`config.mk`:
```
export PLATFORM = sky130hd
export DESIGN_NAME = bnn_infer_sequencer
export DESIGN_NICKNAME = d
export VERILOG_FILES = /design/src/rtl/bnn_infer_sequencer.sv
export SDC_FILE = /design/constraint.sdc
export NUM_CORES = 1
export LEC_CHECK = 0
export ABC_AREA = 1
export CORE_AREA = 10 10 715 717
export DETAILED_ROUTE_END_ITERATION = 10
export DIE_AREA = 0 0 725 727
export GPL_TIMING_DRIVEN = 0
export SLEW_MARGIN = 10
export SYNTH_ARGS = -nofsm -noshare
export SYNTH_HDL_FRONTEND = slang
export SYNTH_SLANG_ARGS = --single-unit
```
`constraint.sdc`:
```
create_clock -name clk -period 39.2 [get_ports clk]
set_input_delay 7.84 -clock clk [delete_from_list [all_inputs] [get_ports clk]]
set_output_delay 7.84 -clock clk [all_outputs]
set_load 0.02 [all_outputs]
```
`src/rtl/bnn_infer_sequencer.sv`:
```
// ---------------------------------------------------------------------------
// bnn_infer_sequencer
//
// Runs one inference at a time through the BNN core. A frame is taken from
// the image buffer, latched and handed to the core. The core is started and
// the sequencer waits for its result. Results are queued in a 2-entry output
// FIFO with a valid/ready handshake. The FIFO applies backpressure: no new
// frame is accepted while it is full.
//
// Optional feature: define BNN_SEQ_TIMEOUT_EN to add a watchdog that aborts
// WAIT after TIMEOUT_CYCLES cycles. An aborted inference pushes an all-ones
// result tagged as a timeout and sets the sticky err_timeout flag. Without
// the macro, WAIT exits only on core_done, res_timeout and err_timeout stay
// 0, and err_clr is ignored.
//
// Ports:
//   clk          rising-edge clock
//   rst          asynchronous active-high reset
//   img_full     image buffer holds a complete frame
//   img_in       frame data, stable while img_full is high
//   img_consume  one-cycle pulse: frame taken, buffer may clear
//   core_img     registered frame driven to the BNN core
//   core_start   one-cycle start pulse to the core
//   core_done    core result valid (level or pulse)
//   core_result  core class index
//   res_valid    output FIFO non-empty
//   res_ready    consumer accepts the head entry
//   res_data     head-entry result
//   res_timeout  head entry was produced by a watchdog abort
//   busy         sequencer is not idle
//   infer_count  entries pushed since reset, wraps
//   err_timeout  sticky watchdog flag
//   err_clr      clears err_timeout
// ---------------------------------------------------------------------------
module bnn_infer_sequencer #(
   parameter int IMG_BITS       = 904,
   parameter int RESULT_W       = 4,
   parameter int TIMEOUT_CYCLES = 4096,
   parameter int CNT_W          = 16
) (
   input  logic                clk,
   input  logic                rst,
   input  logic                img_full,
   input  logic [IMG_BITS-1:0] img_in,
   output logic                img_consume,
   output logic [IMG_BITS-1:0] core_img,
   output logic                core_start,
   input  logic                core_done,
   input  logic [RESULT_W-1:0] core_result,
   output logic                res_valid,
   input  logic                res_ready,
   output logic [RESULT_W-1:0] res_data,
   output logic                res_timeout,
   output logic                busy,
   output logic [CNT_W-1:0]    infer_count,
   output logic                err_timeout,
   input  logic                err_clr
);

   localparam int ENTRY_W = RESULT_W + 1;

   typedef enum logic [2:0] {
      IDLE,
      LOAD,
      START,
      WAIT,
      PUSH
   } seqState_t;

   seqState_t            state;
   logic [RESULT_W-1:0]  capResult;
   logic                 capTag;
   logic                 wdogExpired;

   logic [ENTRY_W-1:0]   headEntry;
   logic [ENTRY_W-1:0]   tailEntry;
   logic                 headValid;
   logic                 tailValid;
   logic [ENTRY_W-1:0]   pushEntry;
   logic                 doPush;
   logic                 doPop;

   // The FIFO is pushed only from PUSH. The IDLE space check guarantees room,
   // because only pops can happen between IDLE and PUSH.
   assign doPush    = (state == PUSH);
   assign doPop     = headValid & res_ready;
   assign pushEntry = {capTag, capResult};

   // The FIFO head lives in dedicated registers, so the result outputs come
   // straight from flops.
   assign res_valid   = headValid;
   assign res_data    = headEntry[RESULT_W-1:0];
   assign res_timeout = headEntry[RESULT_W];

`ifdef BNN_SEQ_TIMEOUT_EN
   localparam int WD_W = (TIMEOUT_CYCLES > 2) ? $clog2(TIMEOUT_CYCLES) : 1;
   localparam logic [WD_W-1:0] WD_MAX = WD_W'(TIMEOUT_CYCLES - 1);

   logic [WD_W-1:0] wdog;

   // The watchdog counts WAIT cycles. It is cleared in START, so it reads 0
   // in the first WAIT cycle. When it reaches TIMEOUT_CYCLES-1 it holds there,
   // and the FSM aborts on that same edge.
   always_ff @(posedge clk or posedge rst) begin
      if (rst) begin
         wdog <= '0;
      end else if (state == START) begin
         wdog <= '0;
      end else if (state == WAIT && !core_done && wdog != WD_MAX) begin
         wdog <= wdog + 1'b1;
      end
   end

   assign wdogExpired = (wdog == WD_MAX);

   // err_timeout is sticky. An abort that coincides with err_clr still sets
   // the flag, so the abort is never lost.
   always_ff @(posedge clk or posedge rst) begin
      if (rst) begin
         err_timeout <= 1'b0;
      end else if (state == WAIT && !core_done && wdogExpired) begin
         err_timeout <= 1'b1;
      end else if (err_clr) begin
         err_timeout <= 1'b0;
      end
   end
`else
   logic unusedErrClr;

   assign wdogExpired  = 1'b0;
   assign err_timeout  = 1'b0;
   assign unusedErrClr = err_clr;
`endif

   // Main sequencer FSM. Every control output is a register and is updated
   // together with the state transition that it belongs to. img_consume and
   // core_start default to 0, so each stays high for exactly one cycle.
   // core_done has priority over a watchdog expiry on the same edge.
   always_ff @(posedge clk or posedge rst) begin
      if (rst) begin
         state       <= IDLE;
         core_img    <= '0;
         img_consume <= 1'b0;
         core_start  <= 1'b0;
         busy        <= 1'b0;
         capResult   <= '0;
         capTag      <= 1'b0;
         infer_count <= '0;
      end else begin
         img_consume <= 1'b0;
         core_start  <= 1'b0;
         case (state)
            IDLE: begin
               if (img_full && !tailValid) begin
                  core_img    <= img_in;
                  img_consume <= 1'b1;
                  busy        <= 1'b1;
                  state       <= LOAD;
               end
            end
            LOAD: begin
               core_start <= 1'b1;
               state      <= START;
            end
            START: begin
               state <= WAIT;
            end
            WAIT: begin
               if (core_done) begin
                  capResult <= core_result;
                  capTag    <= 1'b0;
                  state     <= PUSH;
               end else if (wdogExpired) begin
                  capResult <= '1;
                  capTag    <= 1'b1;
                  state     <= PUSH;
               end
            end
            PUSH: begin
               infer_count <= infer_count + 1'b1;
               busy        <= 1'b0;
               state       <= IDLE;
            end
            default: begin
               busy  <= 1'b0;
               state <= IDLE;
            end
         endcase
      end
   end

   // 2-entry output FIFO built from a head slot and a tail slot. A pop moves
   // the tail into the head. A push fills the first free slot after any pop
   // on the same edge, which keeps the entries in order. A simultaneous push
   // and pop therefore leaves the occupancy unchanged.
   always_ff @(posedge clk or posedge rst) begin
      if (rst) begin
         headValid <= 1'b0;
         tailValid <= 1'b0;
         headEntry <= '0;
         tailEntry <= '0;
      end else begin
         case ({doPush, doPop})
            2'b01: begin
               if (tailValid) begin
                  headEntry <= tailEntry;
                  tailValid <= 1'b0;
               end else begin
                  headValid <= 1'b0;
               end
            end
            2'b10: begin
               if (!headValid) begin
                  headEntry <= pushEntry;
                  headValid <= 1'b1;
               end else begin
                  tailEntry <= pushEntry;
                  tailValid <= 1'b1;
               end
            end
            2'b11: begin
               if (tailValid) begin
                  headEntry <= tailEntry;
                  tailEntry <= pushEntry;
               end else begin
                  headEntry <= pushEntry;
               end
            end
            default: begin
            end
         endcase
      end
   end

endmodule

```
==> results of run 1 <==
[final cells by class]
class | instances | area share [%]
Inverter | 28 | 0.167
Timing Repair Buffer | 1850 | 27.5
Sequential cell | 940 | 34.8
Clock inverter | 62 | 1.32
Tap cell | 6655 | 12.3
Clock buffer | 181 | 5.66
Buffer | 204 | 1.76
Multi-Input combinational cell | 2860 | 16.1
Antenna cell | 103 | 0.381
[power groups by stage]
stage / Clock (W) / Sequential, W / Combinational [W]
floorplan: 0 / 0.00219 / 0.000630
global placement: 0 / 0.00174 / 0.00337
detailed placement: 0 / 0.00174 / 0.00335
CTS: 0.00140 / 0.00174 / 0.00337
global route: 0.00143 / 0.00179 / 0.00352
finish: 0.00135 / 0.00174 / 0.00327
[worst min-delay path by stage]
stage / to / slack (ns) / cells past startpoint
after detailed placement: core_img[633] / 0.46 / 2
final: core_img[850] / 0.47 / 2
after global routing: core_img[787] / 0.49 / 2
after CTS: core_img[732] / 0.48 / 2
after global placement: core_img[291] / 0.46 / 2
after floorplan: tailEntry[0] / 0.47 / 2
[worst min-delay path: stages, from the launching register on]
cell and delay [ns]:
dfrtp_1 0.33, nand2_1 0.05, nand2_1 0.05
[stage by stage]
step	instance area [um^2]	setup WS (ns)	total power (W)	util, %	cells
4_1_cts	67300	28.75	0.00651	13.6	12780
3_5_place_dp	62600	27.89	0.00509	12.6	12537
2_1_floorplan	35700	4.93	0.00282	-	4032
5_1_grt	67500	28.56	0.00673	13.6	12831
3_3_place_gp	62400	-10.54	0.00510	12.6	12527
6_report	67600	28.84	0.00636	13.6	12883
[logic make-up (layout without fill, tap and decap cells)]
logic type / Yosys count / after routing / share of synthesized area [%]
flip-flops: 940 / 940 / 65.9
buffers and inverters: 232 / 2325 / 3.62
AND/OR/NAND/NOR: 2831 / 2831 / 29.9
adder cells (fa/ha/maj): 1 / 1 / 0.0351
XOR/XNOR: 10 / 10 / 0.246
AO/OA/AOI/OAI: 16 / 16 / 0.231
other: 1 / 105 / 0.0105
[registers in the layout (all words and copies together) (netlist names)]
name	flops
core_img	904
infer_count	16
capResult	4
headEntry	4
tailEntry	4
state	3
busy	1
core_start	1
img_consume	1
res_valid	1
tailValid	1
[cell usage in the layout, fill, tap and decap left out, types with 16 or more instances in the layout]
cell / instances
dfrtp_1: 940
diode_2: 103
buf_4: 42
clkinv_2: 20
nor2_1: 16
clkdlybuf4s50_1: 1824
clkbuf_8: 17
buf_6: 16
nand2_1: 2793
buf_2: 131
clkbuf_1: 54
clkbuf_16: 140
inv_1: 24
[metal layers]
| metal | GRT usage [%] | vias to the layer above |
|---|---|---|
| met2 | 26.3 | 2549 |
| met1 | 16.3 | 17991 |
| li1 | - | 16302 |
| met4 | 4.90 | 208 |
| met3 | 14.0 | 1081 |
| met5 | 0 | - |
==> impl_results.md, run 1 <==
- Outcome: finished clean
- Grt ovf: 0
- Period utilisation layout: 26.4%
- Clock share of power: 21.2%
- Post-CTS Setup Repair Bufs: 0
- Final ANT Viol Nets: 0
- Register Area: 0.0235 mm^2
- CP bufs+invs: 7
- Post-synth ARST share: 100%
- CP required: 40.14 ns
- Beginning of the worst register-to-register path: tailValid
- Post-DP HPWL: 413,000 um
- Final Hold Fails: 0
- Fmax: 96.6 MHz
- Number of fill cells: 56,553
- First-pass iteration count of the detailed router: 5
- Register bit total from synthesis: 940
- Sw Pwr: 0.00309 W
- Row count: 259
- Most numerous cell in the Yosys netlist: nand2_1
- Worst-Skew Late Latency: 0.88 ns
- Worst hold margin: 0.472 ns
- Switching Share: 48.6%
- I/O Pins: 1,844
- Crit path top cell by count: buf_16
- Max transition margin: 27.2%
- Crit path max fanout: 98
- Primary FF master, synth: dfrtp_1
- WL met2: 201,000 um
- Setup Total Neg Slack: 0 ns
- Gate count of the mapped netlist: 4,031
- Final Max Slew Viols: 0
- Worst path slowest cell: clkdlybuf4s50_1
- Clk buf depth: 4
- Worst path depth: 7
- PD cells: 94.1 mW/mm^2
- Mean Syn Cell Area: 8.85 um^2
- Worst setup SP type: input port
- Initial DRC count: 3,224
- Clock root cell: clkbuf_16
- Chip Height: 727 um
- Cts hold-fix bufs: 0
- Final min period: 10.36 ns
- M1 wire length: 153,000 um
- Number of buffers created by CTS: 139
- Horiz. Die Dim: 725 um
- Antenna violations before repair: 529
- Biggest area consumer among synthesized cells: dfrtp_1
- Share of the synthesized area in the top cell type: 65.9%
- Wire per inst: 35.6 um
- Endpoint type of the worst setup path: asynchronous set/reset pin
- GPL Wtd Cong: 1.01
- First-pass GRT wire length: 543,000 um
- Starting Density: 7.19%
- Worst slew pin tran: 1.09 ns
- CTS tree: yes
- Crit path to: core_img[8]
- Sequential power share: 27.4%
- Nets: 6,938
- Final Setup Violations: 0
- # DRC: 0
- Internal power: 0.00327 W
- Synth area leaders: dfrtp_1, nand2_1, buf_2, buf_4, buf_6
- Worst R2R Path Depth: 7
- Cell variety after synth: 22
- Clk_skew: 0.0752 ns
- Post-synthesis sequential area ratio: 65.9%
- Worst IR Drop VDD: 0.0524 mV
- Vias post-DR: 38,131
- Routed wire length: 459,000 um
- Port Buf Inserts: 1,840
- RSZ-0062 raised after global routing: false
- Number of synthesized flops with an enable pin: 0
- Share of layout cells above drive strength 1: 6.92%
- Crit Path Category: in -> async
- Die Area: 0.527 mm^2
- Vias in the first global route: 36,550
- Post-synth top cells: nand2_1, dfrtp_1, buf_2, buf_4, clkbuf_1
- Clock Pin Slew Worst Setup and Hold Paths: 0.06 ns
- HP Class: reg -> reg
- Multi-input gate area: 0.0109 mm^2
- Critical Path Max Stage Delay: 0.49 ns
- Critical path data arrival time: 11.30 ns
- Core Box Area: 0.496 mm^2
- Mapped cell area: 0.0357 mm^2
- Area grow syn2layout: 89.5%
- Gr usage total: 16.6%
- Crit Reg-Reg Endpoint: core_img[603]
- Crit-path cells: clkdlybuf4s50_1, inv_8, buf_16, buf_16, buf_16, buf_16, buf_16
- P_leak: 30.1 nW
- Clock sink total: 940
- Critical path origin: rst
- Largest net degree at the start of global routing: 99
- Worst R2R Setup Slack: 36.08 ns
- Htree depth: 4
- Synth Warn #: 0
- Min-Delay Startpoint: core_img[850]
- Max Cap Viol: 0
- Top Metal Used: met5
- Routed vias/inst: 2.96
- Post-CTS Resized: 0
- Met3 wire len: 85,100 um
- Cell family with most CP delay: buffers and inverters
- Logic pwr share: 51.5%
No activity file was read; power rests on OpenSTA's default activity.
==> run 2: changes to the inputs <==
==> constraint.sdc (replaced) <==
create_clock -name clk -period 9.7 [get_ports clk]
set_input_delay 1.94 -clock clk [delete_from_list [all_inputs] [get_ports clk]]
set_output_delay 1.94 -clock clk [all_outputs]
set_load 0.02 [all_outputs]
==> run 2 against run 1 <==
Against the previous run:
- highest routed layer unchanged
- cell area is 0.46% higher
- sequential share of layout area is 0.16 points lower
- wire length is 0.83% higher
- non-clock buffer count is 20 higher
- critical path depth is 7 higher
- register-to-register slack worse by 29 ns
- setup slack worse by 24 ns
- power grew to 4.0 times the previous value
- first-iteration DRC count is 2.4% lower
- utilization is 0.062 points higher
==> impl_results.md, run 2 (synthesis results as in run 1) <==
- Final ANT Viol Nets: 0
- Worst-Skew Late Latency: 0.84 ns
- Setup Total Neg Slack: 0 ns
- Worst hold path endpoint: core_img[353]
- Cell family with most CP delay: buffers and inverters
- Final Hold Fails: 0
- CTS tree: yes
- Vias post-DR: 38,375
- First-pass GRT wire length: 545,000 um
- Routed wire length: 463,000 um
- Endpoint type of the worst setup path: asynchronous set/reset pin
- Core Box Area: 0.496 mm^2
- Worst hold margin: 0.474 ns
- Post-CTS Resized: 0
- Clk buf depth: 4
- Vias in the first global route: 36,497
- Commonest non-fill, non-tap cells in the layout: nand2_1, clkdlybuf4s50_1, dfrtp_1
- Switching Share: 48.3%
- Nets: 6,953
- Starting Density: 7.19%
- Largest register FFs: 904
- First-pass iteration count of the detailed router: 7
- CP bufs+invs: 14
- Sequential power share: 27.8%
- Worst hold stages: 2
- Worst R2R Path Depth: 7
- Number of fill cells: 56,539
- Wire per inst: 35.6 um
- Crit Reg-Reg Endpoint: core_img[527]
- Worst R2R Setup Slack: 6.62 ns
- Crit path top cell by count: buf_12
- Clk_skew: 0.0390 ns
- Area grow syn2layout: 90.4%
- Row count: 259
- Cts hold-fix bufs: 0
- Outcome: finished clean
- Clock sink total: 940
- RSZ-0062 raised after global routing: false
- Beginning of the worst register-to-register path: state[1]
- Gr usage total: 16.8%
- Port Buf Inserts: 1,840
- Grt ovf: 0
- Period utilisation layout: 49.9%
- CP required: 10.71 ns
- P_leak: 30.2 nW
- Worst path slowest cell: clkdlybuf4s50_1
- Internal power: 0.0131 W
- Tot Pwr: 0.0253 W
- Critical Path Max Stage Delay: 0.44 ns
- Chip Height: 727 um
- Clock root cell: clkbuf_16
- Worst setup SP type: input port
- Final Max Slew Viols: 0
- Crit-path cells: clkdlybuf4s50_1, clkinvlp_4, buf_12, buf_12, buf_12, buf_12, buf_12, buf_12, buf_12, buf_12, buf_12, buf_12, buf_12, buf_12
- Antenna violations before repair: 550
- Min-Delay Startpoint: core_img[353]
- Logic pwr share: 51.4%
- Number of buffers created by CTS: 134
- Most common cell after layout, fill and taps aside: nand2_1
- Worst IR Drop VDD: 0.232 mV
- Share of layout cells above drive strength 1: 7.09%
- Routed vias/inst: 2.96
- # DRC: 0
- Final Setup Violations: 0
- Max Cap Viol: 0
- Initial DRC count: 3,148
- Clock Pin Slew Worst Setup and Hold Paths: 0.06 ns
- I/O Pins: 1,844
- Horiz. Die Dim: 725 um
- PD cells: 372 mW/mm^2
- Largest net degree at the start of global routing: 38
- Worst slew pin tran: 1.24 ns
- Post-DP HPWL: 418,000 um
- Post-CTS Setup Repair Bufs: 0
- Die Area: 0.527 mm^2
- Crit Path Category: in -> async
- Biggest regs: core_img: 904 flops, infer_count: 16 flops
- GPL Wtd Cong: 1.01
- Final min period: 4.84 ns
- Max transition margin: 17.4%
- Sw Pwr: 0.0122 W
- Critical path data arrival time: 5.85 ns
- Clock share of power: 20.8%
- Fmax: 207 MHz
- Htree depth: 4
- Biggest register: core_img
- Crit path max fanout: 35
- HP Class: reg -> reg
[run 2: cell types whose count changed in the layout (fill, tap and decap cells not counted), sizes merged]
cell | before | now
clkbuf | 212 | 207
clkinvlp | 8 | 9
diode | 103 | 192
buf | 199 | 216
clkdlybuf4s50 | 1824 | 1827
inv | 36 | 38
bufinv | 14 | 10
clkinv | 32 | 29
[run 2: how the worst max path moves through the flow]
stage / slack, ns / depth (start not counted) / to / startpoint
2_1_floorplan: -5.18 / 1 / busy / rst
3_3_place_gp: -13.36 / 2 / core_img[8] / rst
3_5_place_dp: 3.88 / 14 / core_img[8] / rst
4_1_cts: 4.83 / 14 / core_img[787] / rst
5_1_grt: 4.51 / 14 / core_img[787] / rst
6_report: 4.86 / 14 / core_img[880] / rst
[run 2: final cells by class]
type                            instances  area (um^2)  share of cell area, %
Clock buffer                          176         3730                   5.49
Inverter                               28          109                  0.160
Antenna cell                          192          480                  0.708
Tap cell                             6655         8330                   12.3
Buffer                                204         1190                   1.75
Sequential cell                       940        23500                   34.6
Multi-Input combinational cell       2860        10900                   16.0
Clock inverter                         58          737                   1.09
Timing Repair Buffer                 1870        19000                   27.9
[run 2: metrics by stage]
| step | cell area (um^2) | setup slack (ns) | instances | util (%) |
|---|---|---|---|---|
| after floorplan | 35700 | -5.18 | 4032 | - |
| after global placement | 62400 | -13.36 | 12527 | 12.6 |
| after detailed placement | 63000 | 3.88 | 12557 | 12.7 |
| after CTS | 67400 | 4.83 | 12791 | 13.6 |
| after global routing | 67700 | 4.51 | 12900 | 13.6 |
| final | 67900 | 4.86 | 12983 | 13.7 |
[run 2: power groups by stage]
stage / Clock (W) / Sequential (W) / Combinational (W)
after floorplan: 0 / 0.00883 / 0.00255
after global placement: 0 / 0.00700 / 0.0133
after detailed placement: 0 / 0.00699 / 0.0133
after CTS: 0.00546 / 0.00699 / 0.0133
after global routing: 0.00555 / 0.00720 / 0.0140
final: 0.00524 / 0.00703 / 0.0130
[run 2: tightest hold or removal path, cell delays in order, from the launching register on]
cell and delay, ns:
dfrtp_1 0.33, nand2_1 0.05, nand2_1 0.06
[run 2: metal layers]
layer | global-route usage (%) | wire, um | up-vias
li1 | - | - | 16409
met1 | 16.2 | 153000 | 18063
met2 | 25.1 | 195000 | 2600
met3 | 15.7 | 93300 | 1075
met4 | 5.88 | 20200 | 228
met5 | 0 | 1520 | -
